===== src/rtl/sync_fifo.sv =====
// Single-clock FIFO with registered read data and registered full/empty flags.
// Optional sticky overflow/underflow flags are built when FIFO_ERR_FLAGS_EN is defined.
module sync_fifo #(
    parameter int WIDTH = 8,
    parameter int DEPTH = 8
) (
    input  logic             clk,
    input  logic             reset,
    input  logic             enq,
    input  logic [WIDTH-1:0] din,
    input  logic             deq,
`ifdef FIFO_ERR_FLAGS_EN
    input  logic             err_clr,
    output logic             overflow,
    output logic             underflow,
`endif
    output logic             full,
    output logic [WIDTH-1:0] dout,
    output logic             empty
);

    localparam int AW = $clog2(DEPTH);
    localparam logic [AW:0] FULL_COUNT = (AW+1)'(DEPTH);

    logic [WIDTH-1:0] mem [DEPTH];
    logic [AW-1:0]    wr_ptr;
    logic [AW-1:0]    rd_ptr;
    logic [AW:0]      count;
    logic [AW:0]      count_next;
    logic             write_ok;
    logic             read_ok;

    // Acceptance uses the registered flags, so requests against a full or empty FIFO are dropped.
    always_comb begin
        write_ok   = enq & ~full;
        read_ok    = deq & ~empty;
        count_next = count;
        if (write_ok && !read_ok) begin
            count_next = count + 1'b1;
        end else if (read_ok && !write_ok) begin
            count_next = count - 1'b1;
        end
    end

    // Storage is intentionally left out of reset; stale words are unreachable once the pointers clear.
    always_ff @(posedge clk) begin
        if (write_ok) begin
            mem[wr_ptr] <= din;
        end
    end

    always_ff @(posedge clk or posedge reset) begin
        if (reset) begin
            wr_ptr <= '0;
            rd_ptr <= '0;
            count  <= '0;
            dout   <= '0;
            full   <= 1'b0;
            empty  <= 1'b1;
        end else begin
            if (write_ok) begin
                wr_ptr <= wr_ptr + 1'b1;
            end
            if (read_ok) begin
                dout   <= mem[rd_ptr];
                rd_ptr <= rd_ptr + 1'b1;
            end
            count <= count_next;
            full  <= (count_next == FULL_COUNT);
            empty <= (count_next == '0);
        end
    end

`ifdef FIFO_ERR_FLAGS_EN
    // A new error event wins over a clear arriving on the same edge.
    always_ff @(posedge clk or posedge reset) begin
        if (reset) begin
            overflow  <= 1'b0;
            underflow <= 1'b0;
        end else begin
            if (enq && full) begin
                overflow <= 1'b1;
            end else if (err_clr) begin
                overflow <= 1'b0;
            end
            if (deq && empty) begin
                underflow <= 1'b1;
            end else if (err_clr) begin
                underflow <= 1'b0;
            end
        end
    end
`endif

endmodule


===== config.mk =====
export PLATFORM = sky130hd
export DESIGN_NAME = sync_fifo
export DESIGN_NICKNAME = d
export VERILOG_FILES = /design/src/rtl/sync_fifo.sv
export SDC_FILE = /design/constraint.sdc
export NUM_CORES = 1
export LEC_CHECK = 0
export ABC_AREA = 0
export CORE_ASPECT_RATIO = 1.2
export CORE_MARGIN = 8
export CORE_UTILIZATION = 50
export CTS_BUF_LIST = sky130_fd_sc_hd__clkbuf_16
export DETAILED_ROUTE_END_ITERATION = 10
export GPL_ROUTABILITY_DRIVEN = 0
export PLACE_DENSITY = 0.71
export SKIP_CTS_REPAIR_TIMING = 1
export SLEW_MARGIN = 20
export SYNTH_ARGS = -nofsm -noshare
export SYNTH_HDL_FRONTEND = slang
export SYNTH_SLANG_ARGS = --single-unit
export TNS_END_PERCENT = 1

===== constraint.sdc =====
create_clock -name clk -period 2.2 [get_ports clk]
set_clock_uncertainty 0.2 [all_clocks]
set_input_delay 0.44 -clock clk [delete_from_list [all_inputs] [get_ports clk]]
set_output_delay 0.44 -clock clk [all_outputs]
set_load 0.02 [all_outputs]

==> results.py <==
metrics = {
    "run_status": {
        "status": "complete, no violations",
    },
    "route": {
        "wl_um": 6320,
        "wl_per_cell_um": 18.9,
        "num_vias": 1831,
        "drtIter0Drc": 156,
        "vias_per_cell": 5.47,
        "dr.pass1.iters": 4,
        "drc": 0,
        "ant_nets": 0,
    },
    "placed_design": {
        "portBuffers": 21,
        "dp_slack_ps": -60.3,
        "dp_hpwl_um": 4260,
    },
    "setup_path": {
        "path_cells": "clkdlybuf4s50_1",
        "critPathKind": "reg -> out",
        "crit_path_max_incr_delay_ps": 600,
        "crit_slowest_cell": "clkdlybuf4s50_1",
        "worstPathArrival_ps": 1470,
        "crit_buf_inv": 1,
        "critPathLaunchType": "register",
        "ff2ff_setup_slack_ps": 390,
        "cp.required_ps": 1560,
        "critPathCapture": "empty",
        "cp-startpoint": "empty",
        "crit_fanout": 3,
        "cp-end-kind": "primary output",
        "r2r_end": "full",
        "worstRegToRegCells": 6,
        "reg2reg_from": "count[0]",
        "crit_family": "buffers and inverters",
        "crit_cells": 1,
    },
    "global_route": {
        "grt_usage_pct": 13.8,
        "grt.overflow.total": 0,
        "grt_max_degree": 18,
        "grt_pass1_wl_um": 10100,
        "first_global_vias": 1948,
        "antenna_found_initial": 0,
    },
    "floorplanning": {
        "ios": 22,
        "core_area_sq_mm": 0.00677,
        "dieWidth_um": 91.9,
        "rows": 33,
        "die-area_sq_mm": 0.00985,
        "start_util_pct": 51.1,
        "die_y_um": 107,
    },
    "synthesis": {
        "syn_area_per_cell_sq_um": 17.3,
        "synth_area_sq_mm": 0.00346,
        "async_flop_share_pct": 23.8,
        "yosysUniqueCellTypes": 34,
        "synthCells": 200,
        "ys.flop_type": "edfxtp_1",
        "synthesis.nets": 216,
        "synth_edf_count": 64,
        "ys_ff_latch": 84,
        "ys_seq_area_share_pct": 70.1,
        "yosysWarnings": 0,
    },
    "sta": {
        "hold_viol_final": 0,
        "setup_viol": 0,
        "slew_violations": 0,
        "fin_crit_sh_pct": 95.9,
        "min_period_ps": 2110,
        "setup_ws_ps": 90.0,
        "tightest_slew_ps": 402,
        "hold_slack_ps": 144,
        "clock.fmax_ghz": 0.474,
        "rsz0062_at_grt": "no",
        "slew_headroom_pct": 73.2,
    },
    "clock_tree": {
        "cts_buffers": 9,
        "cts.sinks": 84,
        "clockBufferDepth": 2,
        "cts_max_level": 3,
        "root_buffer": "clkbuf_16",
        "cts.clk_slew.worst_paths_ps": 60,
        "clock_latency_ps": 330,
        "tritoncts": "built",
    },
    "power_and_ir_drop": {
        "max-vdd-ir-drop_mv": 0.770,
        "fin_total_pwr_uw": 5420,
        "power_density_mw_per_mm2": 1310,
        "p_leak_uw": 0.00151,
    },
    "layout": {
        "syn2layout_area_growth_pct": 19.8,
        "final_common_cell": "edfxtp_1",
        "final_layout_size_suffix_gt1_share_pct": 20.2,
        "fill_cells": 512,
        "final_core_util_pct": 61.2,
        "final_nets": 259,
        "final_cell_mix": "edfxtp_1 (64), nand2_1 (22), clkdlybuf4s50_1 (21)",
        "diodes": 0,
    },
    "min_path": {
        "hold_class": "in -> async",
    },
    "run": {
        "cap_violations": 0,
    },
}
==> cell usage after synthesis, types with 2 or more instances <==
master	number	area share (%)
buf_2	4	0.58
buf_6	4	1.3
dfrtp_1	19	14
edfxtp_1	64	56
ha_1	4	1.4
inv_1	5	0.54
mux2i_1	8	2.3
mux4_1	6	4.6
mux4_2	10	6.5
nand2_1	22	2.4
nand2b_1	5	0.90
nor2_1	9	0.98
nor3_1	4	0.58
nor4_1	2	0.36
o211ai_1	3	0.65
o21ai_1	8	1.2
or4_1	2	0.43
xnor2_1	5	1.3
==> worst register-to-register path, delay by kind of cell, from the launching register on <==
family / cells / cell delay, ps
buf+inv: 2 / 150
flops: 1 / 450
simple gates: 3 / 750
fa+ha+maj: 1 / 140
==> flip-flops by register name, summed over array words and instances (netlist names) <==
register,cells
mem,64
full,1
count,4
empty,1
dout,8
rd_ptr,3
wr_ptr,3
==> stage by stage <==
step	instance area, sq um	std cells	setup TNS (ps)
global placement	3850	319	-712
CTS	4140	335	0
floorplan	3460	200	0
finish	4140	335	0
detailed placement	3850	319	-1110
global route	4140	335	0
==> routing by layer <==
metal	up-vias	share of wire, %	global-route usage (%)
met4	0	3.0	8.88
met5	-	0	0
met2	45	52	22.6
met1	916	40	15.8
met3	12	5.1	3.70
li1	858	-	-
==> power breakdown <==
part,switching [uW],internal [uW],total (uW),leakage (uW)
Sequential,211,2060,2270,0.000822
Combinational,859,859,1720,0.000549
Clock,568,864,1430,0.000141
Total,1640,3790,5420,0.00151
==> worst min-delay path by stage <==
stage,slack (ps),startpoint,depth (start not counted),to
floorplan,200,reset,1,count[0]
global placement,270,dout[4],2,dout[4]
detailed placement,280,dout[7],2,dout[7]
CTS,150,reset,2,dout[0]
global route,170,reset,2,dout[3]
finish,140,reset,2,dout[0]
==> final cells by class <==
cell class                      count  area (sq um)  share of cell area (%)
Clock inverter                      7          61.3                    1.48
Clock buffer                        9           225                    5.44
Timing Repair Buffer               42           380                    9.18
Sequential cell                    84          2420                    58.5
Tap cell                           87           109                    2.63
Multi-Input combinational cell    101           923                    22.3
Inverter                            5          18.8                   0.453
==> cell families (layout without fill, tap and decap cells) <==
kind of cell | count (synthesis) | after routing | share of synthesized area [%]
multiplexers | 24 | 24 | 13.4
adder cells (fa/ha/maj) | 4 | 4 | 1.45
AND/OR/NAND/NOR | 51 | 51 | 7.49
buffers and inverters | 15 | 63 | 3.22
flip-flops | 84 | 84 | 70.1
XOR/XNOR | 5 | 5 | 1.27
AO/OA/AOI/OAI | 17 | 17 | 3.11
Power figures use the tool's default switching activity.
